### config.mk
export PLATFORM = sky130hd
export DESIGN_NAME = fx_chain_sequencer
export DESIGN_NICKNAME = d
export VERILOG_FILES = /design/src/rtl/guitar_fx_pkg.sv /design/src/rtl/fx_chain_sequencer.sv
export SDC_FILE = /design/constraint.sdc
export NUM_CORES = 1
export LEC_CHECK = 0
export BUFFER_PORTS_ARGS = -buffer_cell sky130_fd_sc_hd__buf_2
export CELL_PAD_IN_SITES_DETAIL_PLACEMENT = 0
export CELL_PAD_IN_SITES_GLOBAL_PLACEMENT = 1
export CORE_MARGIN = 8
export CORE_UTILIZATION = 37
export DETAILED_ROUTE_END_ITERATION = 10
export HOLD_SLACK_MARGIN = 0.06
export PLACE_DENSITY_LB_ADDON = 0.12
export SLEW_MARGIN = 10
export SYNTH_ARGS = -nofsm -noshare
export SYNTH_HDL_FRONTEND = slang
export SYNTH_SLANG_ARGS = --single-unit
### constraint.sdc
create_clock -name CLK -period 3.2 [get_ports CLK]
set_input_delay 0.32 -clock CLK [delete_from_list [all_inputs] [get_ports CLK]]
set_output_delay 0.32 -clock CLK [all_outputs]
set_load 0.1 [all_outputs]
### src/rtl/guitar_fx_pkg.sv
// Shared definitions for the guitar effect chain.
// Holds the sequencer state encoding and the default data-path dimensions.
package guitar_fx_pkg;

   localparam int FX_DATA_WIDTH = 32;
   localparam int FX_N_SLOTS    = 4;

   typedef enum logic [2:0] {
      ST_IDLE  = 3'd0,
      ST_SCAN  = 3'd1,
      ST_ISSUE = 3'd2,
      ST_WAIT  = 3'd3,
      ST_OUT   = 3'd4
   } fx_seq_state_t;

endpackage

### src/rtl/fx_chain_sequencer.sv
// fx_chain_sequencer
// Runs each captured audio sample through the enabled effect slots, in
// ascending slot order, over one shared effect unit. Each slot's result
// becomes the operand of the next enabled slot. A slot that does not answer
// within TIMEOUT wait cycles is bypassed and flagged.
//
// Ports:
//   CLK, rst           clock, asynchronous active-high reset
//   audio_ready, x     new-sample strobe and sample
//   slot_en            per-slot enables, latched with each sample
//   fx_start/slot/x    request to the shared effect unit (held through the wait)
//   fx_y, fx_done      effect unit result and completion pulse
//   y, y_valid         processed sample and its one-cycle update pulse
//   busy               high whenever a sample is in flight
//   indicator          enables latched for the current or last sample
//   overrun, fault     sticky flags: dropped sample / slot timeout
//   clr_flags          synchronous clear of the sticky flags (a set wins)
module fx_chain_sequencer
   import guitar_fx_pkg::*;
#(
   parameter int DATA_WIDTH = FX_DATA_WIDTH,
   parameter int N_SLOTS    = FX_N_SLOTS,
   parameter int TIMEOUT    = 64
)
(
   input  logic                       CLK,
   input  logic                       rst,
   input  logic                       audio_ready,
   input  logic [DATA_WIDTH-1:0]      x,
   input  logic [N_SLOTS-1:0]         slot_en,
   output logic                       fx_start,
   output logic [$clog2(N_SLOTS)-1:0] fx_slot,
   output logic [DATA_WIDTH-1:0]      fx_x,
   input  logic [DATA_WIDTH-1:0]      fx_y,
   input  logic                       fx_done,
   output logic [DATA_WIDTH-1:0]      y,
   output logic                       y_valid,
   output logic                       busy,
   output logic [N_SLOTS-1:0]         indicator,
   output logic                       overrun,
   output logic                       fault,
   input  logic                       clr_flags
);

   localparam int SLOT_W = $clog2(N_SLOTS);
   // The slot index must also be able to hold N_SLOTS, the end-of-chain marker.
   localparam int IDX_W  = $clog2(N_SLOTS + 1);
   localparam int CNT_W  = $clog2(TIMEOUT);

   fx_seq_state_t          state_q, state_d;
   logic [DATA_WIDTH-1:0]  acc_q, acc_d;
   logic [N_SLOTS-1:0]     en_q, en_d;
   logic [IDX_W-1:0]       idx_q, idx_d;
   logic [CNT_W-1:0]       cnt_q, cnt_d;
   logic                   fx_start_q, fx_start_d;
   logic [SLOT_W-1:0]      fx_slot_q, fx_slot_d;
   logic [DATA_WIDTH-1:0]  fx_x_q, fx_x_d;
   logic [DATA_WIDTH-1:0]  y_q, y_d;
   logic                   y_valid_q, y_valid_d;
   logic                   busy_q, busy_d;
   logic [N_SLOTS-1:0]     ind_q, ind_d;
   logic                   overrun_q, overrun_d;
   logic                   fault_q, fault_d;
   logic                   overrun_set_s;
   logic                   fault_set_s;

   // Next-state, data-path and flag logic for the slot sequencer.
   always_comb begin
      state_d       = state_q;
      acc_d         = acc_q;
      en_d          = en_q;
      idx_d         = idx_q;
      cnt_d         = cnt_q;
      fx_start_d    = 1'b0;
      fx_slot_d     = fx_slot_q;
      fx_x_d        = fx_x_q;
      y_d           = y_q;
      y_valid_d     = 1'b0;
      ind_d         = ind_q;
      fault_set_s   = 1'b0;
      // A strobe is only consumed in IDLE; anywhere else the sample is lost.
      overrun_set_s = audio_ready && (state_q != ST_IDLE);

      case (state_q)
         ST_IDLE: begin
            if (audio_ready) begin
               acc_d   = x;
               en_d    = slot_en;
               ind_d   = slot_en;
               idx_d   = {IDX_W{1'b0}};
               state_d = ST_SCAN;
            end else begin
               state_d = ST_IDLE;
            end
         end
         ST_SCAN: begin
            if (idx_q == IDX_W'(N_SLOTS)) begin
               state_d = ST_OUT;
            end else if (en_q[idx_q[SLOT_W-1:0]]) begin
               // Outputs are registered, so the request is loaded on the way
               // into ISSUE and is visible for exactly the ISSUE cycle.
               state_d    = ST_ISSUE;
               fx_start_d = 1'b1;
               fx_x_d     = acc_q;
               fx_slot_d  = idx_q[SLOT_W-1:0];
            end else begin
               idx_d = idx_q + IDX_W'(1);
            end
         end
         ST_ISSUE: begin
            state_d = ST_WAIT;
            cnt_d   = {CNT_W{1'b0}};
         end
         ST_WAIT: begin
            if (fx_done) begin
               acc_d   = fx_y;
               idx_d   = idx_q + IDX_W'(1);
               state_d = ST_SCAN;
            end else if (cnt_q == CNT_W'(TIMEOUT - 1)) begin
               // Slot bypassed: the accumulator keeps the previous stage's value.
               fault_set_s = 1'b1;
               idx_d       = idx_q + IDX_W'(1);
               state_d     = ST_SCAN;
            end else begin
               cnt_d = cnt_q + CNT_W'(1);
            end
         end
         ST_OUT: begin
            y_d       = acc_q;
            y_valid_d = 1'b1;
            state_d   = ST_IDLE;
         end
         default: begin
            state_d = ST_IDLE;
         end
      endcase

      busy_d = (state_d != ST_IDLE);

      // Sticky flags: a set event in the same cycle overrides the clear.
      if (overrun_set_s) begin
         overrun_d = 1'b1;
      end else if (clr_flags) begin
         overrun_d = 1'b0;
      end else begin
         overrun_d = overrun_q;
      end

      if (fault_set_s) begin
         fault_d = 1'b1;
      end else if (clr_flags) begin
         fault_d = 1'b0;
      end else begin
         fault_d = fault_q;
      end
   end

   // State and output registers; reset aborts any sequence in flight.
   always_ff @(posedge CLK or posedge rst) begin
      if (rst) begin
         state_q    <= ST_IDLE;
         acc_q      <= {DATA_WIDTH{1'b0}};
         en_q       <= {N_SLOTS{1'b0}};
         idx_q      <= {IDX_W{1'b0}};
         cnt_q      <= {CNT_W{1'b0}};
         fx_start_q <= 1'b0;
         fx_slot_q  <= {SLOT_W{1'b0}};
         fx_x_q     <= {DATA_WIDTH{1'b0}};
         y_q        <= {DATA_WIDTH{1'b0}};
         y_valid_q  <= 1'b0;
         busy_q     <= 1'b0;
         ind_q      <= {N_SLOTS{1'b0}};
         overrun_q  <= 1'b0;
         fault_q    <= 1'b0;
      end else begin
         state_q    <= state_d;
         acc_q      <= acc_d;
         en_q       <= en_d;
         idx_q      <= idx_d;
         cnt_q      <= cnt_d;
         fx_start_q <= fx_start_d;
         fx_slot_q  <= fx_slot_d;
         fx_x_q     <= fx_x_d;
         y_q        <= y_d;
         y_valid_q  <= y_valid_d;
         busy_q     <= busy_d;
         ind_q      <= ind_d;
         overrun_q  <= overrun_d;
         fault_q    <= fault_d;
      end
   end

   assign fx_start  = fx_start_q;
   assign fx_slot   = fx_slot_q;
   assign fx_x      = fx_x_q;
   assign y         = y_q;
   assign y_valid   = y_valid_q;
   assign busy      = busy_q;
   assign indicator = ind_q;
   assign overrun   = overrun_q;
   assign fault     = fault_q;

endmodule

==> metrics.yaml, run 1 <==
synth:
  ys_seq_area_frac: 0.590
  synth_top_family_by_area: "multiplexers"
  synth-compound-area-share: 0.0687
  post-synth-top-area-cell: "dfrtp_1"
  synth.top_cell.area_share: 0.590
  synthSimpleGateAreaFrac: 0.0689
  yosys-mux-area-fraction: 0.234
  synthAdderAreaFrac: 0.00744
  synth_cell_type_count: 43
  ys_ff_latch: 119
  ys_dominant_reg_cell: "dfrtp_1"
  synthArstFlopShare: 1.00
  ys.warnings.count: 0
  synth.top_cells.by_count: "119 x dfrtp_1, 70 x mux2_2, 39 x nand2_1"
  synth.most_common_cell: "dfrtp_1"
  synth.avg_cell_area_um2: 12.9
  netlist_instances: 390
  synth_top_cells_by_area: "dfrtp_1 59%, mux2_2 16%, mux2i_1 7.1%"
  synth_edf_count: 0
  mappedNetlistNets: 466
  synthesis.area_um2: 5050
  synth_xor_area_frac: 0
sta:
  slew_headroom: 0.448
  hold_violations: 0
  count_of_endpoints_failing_setup_in_the_final_report: 0
  fin_worst_skew_ns: 0.00414
  unrepaired_setup_endpoints_after_global_routing: "false"
  tightestPinTransition_ns: 0.829
  fin_setup_tns_ns: 0
  fin_crit_sh: 0.714
  count_of_pins_over_their_slew_limit: 0
  finalCriticalPeriod_ns: 2.29
  fmax_mhz: 437
routing:
  detail_route.vias_per_cell: 4.74
  drt-total-wl_mm: 12.1
  drc: 0
  first_pass_iters: 4
  drtIter0Drc: 130
  route.detailed.wl_per_inst_um: 16.6
  detailroute.via_count: 3465
  detail-route-antenna-nets: 0
floorplanning:
  core_area_um2: 13300
  placementRows: 42
  initial_utilization: 0.380
  die_area_um2: 17600
  die-width_um: 133
  ios: 148
  floorplan.die.height_um: 133
layout:
  final_nets: 620
  total_area_of_sequential_cells_um2: 2980
  multiInputGateArea_um2: 1930
  final.fill_count: 1232
  stdcell_count: 731
  post_route_cells_drive_above_1_share: 0.470
  antennaDiodeCount: 0
  final_cell_area_um2: 6610
  syn2layout_area_growth_pct: 31.1
setup_path:
  arrival_ns: 2.56
  worstSetupPathType: "flip-flop to flip-flop"
  worst_setup_path_end_kind: "flip-flop"
  crit_slowest_cell: "a31oi_4"
  required_ns: 3.48
  worstPathCellList: "nor4b_2, a31oi_4, buf_4, o21ai_0"
  regToRegStartpoint: "state_q[0]"
  critical_path.startpoint_type: "flip-flop"
  crit_path_start: "state_q[0]"
  cp_slowest_stage_delay_ns: 0.70
  critPathMaxFanout: 33
global_route:
  grt_pass1_vias: 3994
  gr-total-overflow: 0
  grt_antenna_before_repair: 0
  grt_max_degree: 62
  overall_fraction_of_global_route_tracks_in_use: 0.146
  grt_pass1_wl_mm: 20.5
placement:
  placed_cells_incl_taps: 700
  dp.final_hpwl_mm: 8.64
  place_area_um2: 5980
  numPortBuffers: 147
  gp_routability_congestion: 0.751
clock_network:
  post-cts-setup-buffers: 0
  numClockSinks: 119
  clk_root_buffer_cell: "clkbuf_16"
  cts-htree-levels: 4
  cts_tree: "yes"
  cts_inserted_buffers: 17
  clk_pin_slew_worst_paths_ns: 0.05
  cts-root-to-sink-buffers: 2
  cts-resized-gates: 0
  clk-insertion-delay-late_ns: 0.41
flow_run:
  cap_violations: 0
outcome:
  run_status: "finished, final reports clean"
worst_hold_path:
  timing.hold.worst.class: "input pin to flip-flop"
  hold_start: "clr_flags"
==> critical path: cells and delay by family (launching register included) <==
family | cells | cell delay (ns)
simple gates | 1 | 0.20
compound gates | 2 | 0.86
flops | 1 | 0.66
buf+inv | 1 | 0.42
==> registers in the layout, indices dropped and copies added (netlist names) <==
signal     cells
indicator      4
idx_q          3
fx_start       1
cnt_q          6
fx_slot        2
overrun        1
state_q        3
fx_x          32
fault          1
acc_q         32
y             32
busy           1
y_valid        1
==> area by class of cell <==
class	count	share of cell area
Sequential cell	119	0.450
Multi-Input combinational cell	237	0.292
Timing Repair Buffer	155	0.123
Clock buffer	21	0.0711
Tap cell	176	0.0333
Clock inverter	9	0.0225
Inverter	14	0.00851
==> final timing paths <==
check	endpoint	slack, ns	depth (start not counted)
worst min register to register	acc_q[12]	0.49	2
worst min-delay path	fault	0.11	2
worst max register to register	acc_q[0]	0.91	4
worst max-delay path	acc_q[0]	0.91	4
min in group asynchronous	y[0]	0.59	3
max in group asynchronous	y[28]	1.80	4
==> cells in the final DEF (no fill, tap or decap), types with 2 or more instances in the layout <==
cell type,count
bufinv_16,4
mux2i_1,36
nand4_1,2
buf_4,6
buf_2,147
mux2_2,70
o21ai_0,36
clkbuf_16,17
and2_1,2
clkbuf_8,3
nor2b_1,2
nand3_1,4
clkinv_2,4
dfrtp_1,119
nor2_1,8
inv_1,13
a311o_1,2
ha_1,3
o31ai_1,3
nand2_1,39
a21oi_1,2
nand2b_1,4
==> cell families after synthesis <==
family,Yosys count
AO/OA/AOI/OAI,56
flip-flops,119
AND/OR/NAND/NOR,70
adder cells (fa/ha/maj),3
multiplexers,108
buffers and inverters,34
==> metal layers <==
metal	wire length, µm	track usage	up-vias
met1	5440	0.180	1665
met5	0	0	-
met4	191	0.0625	0
met3	724	0.0575	16
li1	-	-	1683
met2	5770	0.223	101
==> metrics by stage <==
| step | hold WS, ns | setup WS [ns] | util |
|---|---|---|---|
| after detailed placement | 0.482 | 0.878 | 0.450 |
| after floorplan | 0.423 | 1.05 | - |
| after CTS | 0.0917 | 0.868 | 0.497 |
| after global routing | 0.0945 | 0.657 | 0.497 |
| final | 0.115 | 0.914 | 0.497 |
| after global placement | 0.475 | 0.946 | 0.450 |
==> timing repair <==
| action | in CTS | in global routing |
|---|---|---|
| hold buffers | 1 | 0 |
| endpoints found under the setup margin | 0 | 0 |
| endpoints found under the hold margin | 31 | 0 |
Power of run 1 is left out: the tool's default activity adds up to more than one toggle a clock period on the data nets, which glitch-free logic cannot reach.
==> inputs of run 2 (changes only) <==
==> constraint.sdc (replaced) <==
create_clock -name CLK -period 2.1 [get_ports CLK]
set_input_delay 0.21 -clock CLK [delete_from_list [all_inputs] [get_ports CLK]]
set_output_delay 0.21 -clock CLK [all_outputs]
set_load 0.1 [all_outputs]
==> run 2 against run 1 <==
Effect of this change: routed wire length fell by 0.25%; clock-buffer cell count rose by 2; sequential cell count stayed put; highest routed layer unchanged; hold slack got worse by 0.026 ns; register-to-register slack worse by 0.69 ns; global-route usage down 0.15 points; final cell count rose by 1.4%.
==> metrics.yaml, run 2 (synthesis results as in run 1) <==
routing:
  drc: 0  # unchanged
  detailroute.via_count: 3537  # +2.1%
  detail_route.vias_per_cell: 4.77  # +0.70%
  top_signal_layer_used: "met4"
  detail-route-antenna-nets: 0  # unchanged
  route.met3.wl_um: 655  # -9.5%
  route.detailed.wl_per_inst_um: 16.3  # -1.6%
  first_pass_iters: 4  # unchanged
  drt-met1-wl_mm: 5.52  # +1.6%
  met2RoutedLength_mm: 5.74  # -0.52%
  drt-total-wl_mm: 12.1  # -0.25%
  drtIter0Drc: 112  # -14%
setup_path:
  required_ns: 2.39  # -1.09 ns
  critPathMaxFanout: 18  # -45%
  cp_slowest_stage_delay_ns: 0.59  # -0.11 ns
  worstSetupPathType: "flip-flop to flip-flop"
  r2r.worst_path.cells: 4  # unchanged
  cell_family_with_most_cp_delay: "multiplexers"
  worst_setup_path_end_kind: "flip-flop"
  path_buf_inv: 1  # unchanged
  arrival_ns: 2.16  # -0.40 ns
  path_depth: 4  # unchanged
  crit_slowest_cell: "mux4_2"
  critical_path.startpoint_type: "flip-flop"
  worstPathCellList: "mux4_2, nand3_4, buf_12, mux2_2"
outcome:
  run_status: "finished, final reports clean"
clock_network:
  cts_tree: "yes"
  cts-htree-levels: 4  # unchanged
  cts-root-to-sink-buffers: 2  # unchanged
  clk-insertion-delay-late_ns: 0.41  # about the same
  clk_pin_slew_worst_paths_ns: 0.05  # about the same
  clk_root_buffer_cell: "clkbuf_16"
  post-cts-setup-buffers: 0  # unchanged
  cts_hold_bufs: 6  # +5
  cts-resized-gates: 0  # unchanged
  cts_inserted_buffers: 17  # unchanged
  numClockSinks: 119  # unchanged
layout:
  final_nets: 629  # +1.5%
  layout.cells.most_common: "buf_2"
  layout.cells.most_common_list: "147 x buf_2, 115 x dfrtp_1, 70 x mux2_2, 39 x nand2_1"
  antennaDiodeCount: 0  # unchanged
  syn2layout_area_growth_pct: 33.5
  post_route_cells_drive_above_1_share: 0.476  # +0.00584
sta:
  fmax_mhz: 533  # +22%
  fin_worst_skew_ns: 0.00687  # +0.00273 ns
  slew_headroom: 0.569  # +0.122
  hold_violations: 0  # unchanged
  count_of_endpoints_failing_setup_in_the_final_report: 0  # unchanged
  tightestPinTransition_ns: 0.646  # -0.183 ns
  count_of_pins_over_their_slew_limit: 0  # unchanged
  fin_setup_tns_ns: 0  # unchanged
  fin_crit_sh: 0.893  # +0.178
  finalCriticalPeriod_ns: 1.87  # -0.411 ns
  unrepaired_setup_endpoints_after_global_routing: "false"
floorplanning:
  floorplan.die.height_um: 133  # unchanged
  die-width_um: 133  # unchanged
  placementRows: 42  # unchanged
  ios: 148  # unchanged
  die_area_um2: 17600  # unchanged
  core_area_um2: 13300  # unchanged
  initial_utilization: 0.380  # unchanged
global_route:
  grt_max_degree: 120  # +94%
  overall_fraction_of_global_route_tracks_in_use: 0.145  # -0.00151
  grt_pass1_wl_mm: 20.3  # -0.94%
  grt_pass1_vias: 3913  # -2.0%
  gr-total-overflow: 0  # unchanged
  grt_antenna_before_repair: 0  # unchanged
worst_hold_path:
  hold_depth: 3  # +1
  timing.hold.worst.class: "input pin to flip-flop"
placement:
  gp_routability_congestion: 0.743  # -1.0%
  numPortBuffers: 147  # unchanged
  dp.final_hpwl_mm: 8.60  # -0.40%
flow_run:
  cap_violations: 0  # unchanged
-- run 2: changes by cell type in the layout (fill, tap and decap cells not counted), moves of 2 or more --
cell	delta
dfrtp_2	+4
dfrtp_1	-4
clkinvlp_4	+2
dlygate4sd3_1	+5
buf_12	+4
-- run 2: final cells by class --
cell class / instances / area, µm²
clock inverters: 8 / 120
clock buffers: 23 / 488
well taps: 176 / 220
fillers: 1198 / 6560
inverters: 14 / 56.3
repair buffers: 164 / 941
flip-flops and latches: 119 / 2980
multi-input cells: 237 / 1930
-- run 2: stage by stage --
stage	cells	instance area (µm²)	hold slack (ns)	util	worst slack, ns
after floorplan	390	5050	0.313	-	0.148
after global placement	704	6070	0.413	0.457	0.247
after detailed placement	704	6070	0.432	0.457	0.209
after CTS	741	6740	0.0773	0.507	0.204
after global routing	741	6740	0.101	0.507	0.116
final	741	6740	0.0887	0.507	0.226
-- run 2: metal layers --
layer	up-vias	global-route usage
met2	92	0.225
li1	1710	-
met4	0	0.0587
met3	16	0.0522
met5	-	0
met1	1719	0.179
-- run 2: final timing paths --
path                                 from            to  slack (ns)
worst max register to register   idx_q[0]       fx_x[1]        0.23
min in group asynchronous             rst          y[4]        0.51
worst max-delay path             idx_q[0]       fx_x[1]        0.23
worst min-delay path             fx_y[23]     acc_q[23]        0.09
max in group asynchronous             rst  indicator[1]        1.04
worst min register to register  acc_q[25]     acc_q[25]        0.50
-- run 2: worst min-delay path, delay by kind of cell --
kind	cells	cell delay [ns]
compound gates	1	0.12
buf+inv	1	0.07
mux	1	0.05
Power of run 2 is left out for the same reason.
==> inputs of run 3 (changes only) <==
--- a/config.mk
+++ b/config.mk
@@ -11,8 +11,10 @@
 export CORE_MARGIN = 8
 export CORE_UTILIZATION = 37
 export DETAILED_ROUTE_END_ITERATION = 10
+export GPL_TIMING_DRIVEN = 0
 export HOLD_SLACK_MARGIN = 0.06
 export PLACE_DENSITY_LB_ADDON = 0.12
+export RECOVER_POWER = 25
 export SLEW_MARGIN = 10
 export SYNTH_ARGS = -nofsm -noshare
 export SYNTH_HDL_FRONTEND = slang
==> run 3 against run 2 <==
Effect of this change: routed wire length rose by 5.1%; core utilization increased by 0.62 points; first-iteration DRC count up 59%; setup slack lost 0.059 ns; global-route usage is 0.71 points higher; register-to-register slack worse by 0.06 ns; via count is 2.3% higher; non-clock buffer count rose by 12; clock skew decreased by 0.0016 ns; fmax is 3.0% lower; hold slack lost 0.00066 ns; sequential share of layout area shrank 0.54 points; highest routed layer unchanged.
==> metrics.yaml, run 3 (synthesis results as in run 1) <==
outcome:
  run_status: "finished, final reports clean"
clock_network:
  cts_tree: "yes"
  cts-htree-levels: 4  # unchanged
  post-cts-setup-buffers: 0  # unchanged
  clk_pin_slew_worst_paths_ns: 0.05  # about the same
  cts_inserted_buffers: 17  # unchanged
  clk_root_buffer_cell: "clkbuf_16"
  clk-insertion-delay-late_ns: 0.41  # about the same
  cts-root-to-sink-buffers: 2  # unchanged
  numClockSinks: 119  # unchanged
layout:
  final_nets: 641  # +1.9%
  utilization: 0.513  # +0.00621
  layout.cells.most_common_list: "157 x buf_2, 115 x dfrtp_1, 70 x mux2_2, 39 x nand2_1"
  antennaDiodeCount: 0  # unchanged
  final_cell_area_um2: 6820  # +1.2%
  stdcell_count: 754  # +1.8%
  syn2layout_area_growth_pct: 35.2
  post_route_cells_drive_above_1_share: 0.481  # +0.00486
  layout.cells.most_common: "buf_2"
routing:
  detailroute.via_count: 3618  # +2.3%
  drtIter0Drc: 178  # +59%
  detail-route-antenna-nets: 0  # unchanged
  detail_route.vias_per_cell: 4.80  # +0.53%
  first_pass_iters: 4  # unchanged
  drt-total-wl_mm: 12.7  # +5.1%
  drc: 0  # unchanged
  route.detailed.wl_per_inst_um: 16.9  # +3.3%
sta:
  count_of_endpoints_failing_setup_in_the_final_report: 0  # unchanged
  finalCriticalPeriod_ns: 1.93  # +0.0586 ns
  whs_ns: 0.0880  # -0.000665 ns
  tightestPinTransition_ns: 0.846  # +0.200 ns
  slew_headroom: 0.433  # -0.137
  fin_worst_skew_ns: 0.00523  # -0.00164 ns
  unrepaired_setup_endpoints_after_global_routing: "false"
  count_of_pins_over_their_slew_limit: 0  # unchanged
  fmax_mhz: 517  # -3.0%
  fin_crit_sh: 0.920  # +0.0279
  hold_violations: 0  # unchanged
worst_hold_path:
  hold_depth: 3  # unchanged
  endpoint_of_the_worst_hold_path: "acc_q[19]"
  hold_start: "fx_y[19]"
  timing.hold.worst.class: "input pin to flip-flop"
global_route:
  overall_fraction_of_global_route_tracks_in_use: 0.152  # +0.00713
  grt_pass1_wl_mm: 21.0  # +3.7%
  grt_antenna_before_repair: 0  # unchanged
  gr-total-overflow: 0  # unchanged
  grt_max_degree: 39  # -68%
  grt_pass1_vias: 4086  # +4.4%
setup_path:
  r2r.worst_path.cells: 6  # +2
  required_ns: 2.37  # -0.02 ns
  critPathMaxFanout: 10  # -8
  critical_path.startpoint_type: "flip-flop"
  rr_endpoint: "acc_q[31]"
  reg2reg_slack_ns: 0.17  # -0.06 ns
  worst_setup_path_end_kind: "flip-flop"
  worstSetupPathType: "flip-flop to flip-flop"
  regToRegStartpoint: "state_q[0]"
  arrival_ns: 2.20  # +0.04 ns
placement:
  numPortBuffers: 147  # unchanged
  place_area_um2: 6070  # about the same
  dp.final_hpwl_mm: 9.06  # +5.3%
  placed_cells_incl_taps: 716  # +1.7%
  gp_routability_congestion: 0.744  # about the same
flow_run:
  cap_violations: 0  # unchanged
floorplanning:
  placementRows: 42  # unchanged
  initial_utilization: 0.380  # unchanged
  core_area_um2: 13300  # unchanged
  die_area_um2: 17600  # unchanged
  ios: 148  # unchanged
  die-width_um: 133  # unchanged
  floorplan.die.height_um: 133  # unchanged
-- run 3: through the flow --
step	TNS [ns]	setup slack (ns)
finish	0	0.167
global route	0	0.0276
CTS	0	0.0147
detailed placement	0	0.0248
global placement	-41.33	-0.520
floorplan	0	0.148
-- run 3: layer usage --
metal | part of all wire | GRT usage | wire [µm]
met3 | 0.061 | 0.0530 | 780
met4 | 0.013 | 0.0707 | 159
met2 | 0.49 | 0.239 | 6180
met5 | 0 | 0 | 0
met1 | 0.44 | 0.182 | 5590
-- run 3: final cells by class --
cell class              count  area, µm²
clock buffers              21        460
fillers                  1216       6470
inverters                  14       53.8
flip-flops and latches    119       2980
multi-input cells         237       1940
plain buffers              20        105
repair buffers            156        841
clock inverters            11        219
well taps                 176        220
-- run 3: repair_timing --
action                                  4_1_cts  5_1_grt
endpoints found under the hold margin        23        0
gates resized for setup                       2        6
endpoints found under the setup margin        1       31
hold buffers                                  6        0
-- run 3: how the worst max path moves through the flow --
stage	to	slack, ns	startpoint	depth (start not counted)
floorplan	fx_x[10]	0.15	indicator[3]	4
detailed placement	acc_q[7]	0.02	state_q[0]	5
finish	acc_q[31]	0.17	state_q[0]	6
global route	y[16]	0.03	rst	4
CTS	acc_q[18]	0.01	state_q[1]	5
global placement	indicator[2]	-0.52	rst	2
-- run 3: worst max-delay path, stage by stage (launching register included) --
cell	delay, ns
dfrtp_1	0.46
buf_4	0.22
nand3b_1	0.09
buf_2	0.24
buf_2	0.38
mux2i_1	0.30
o21ai_0	0.10
Power of run 3 is left out for the same reason.
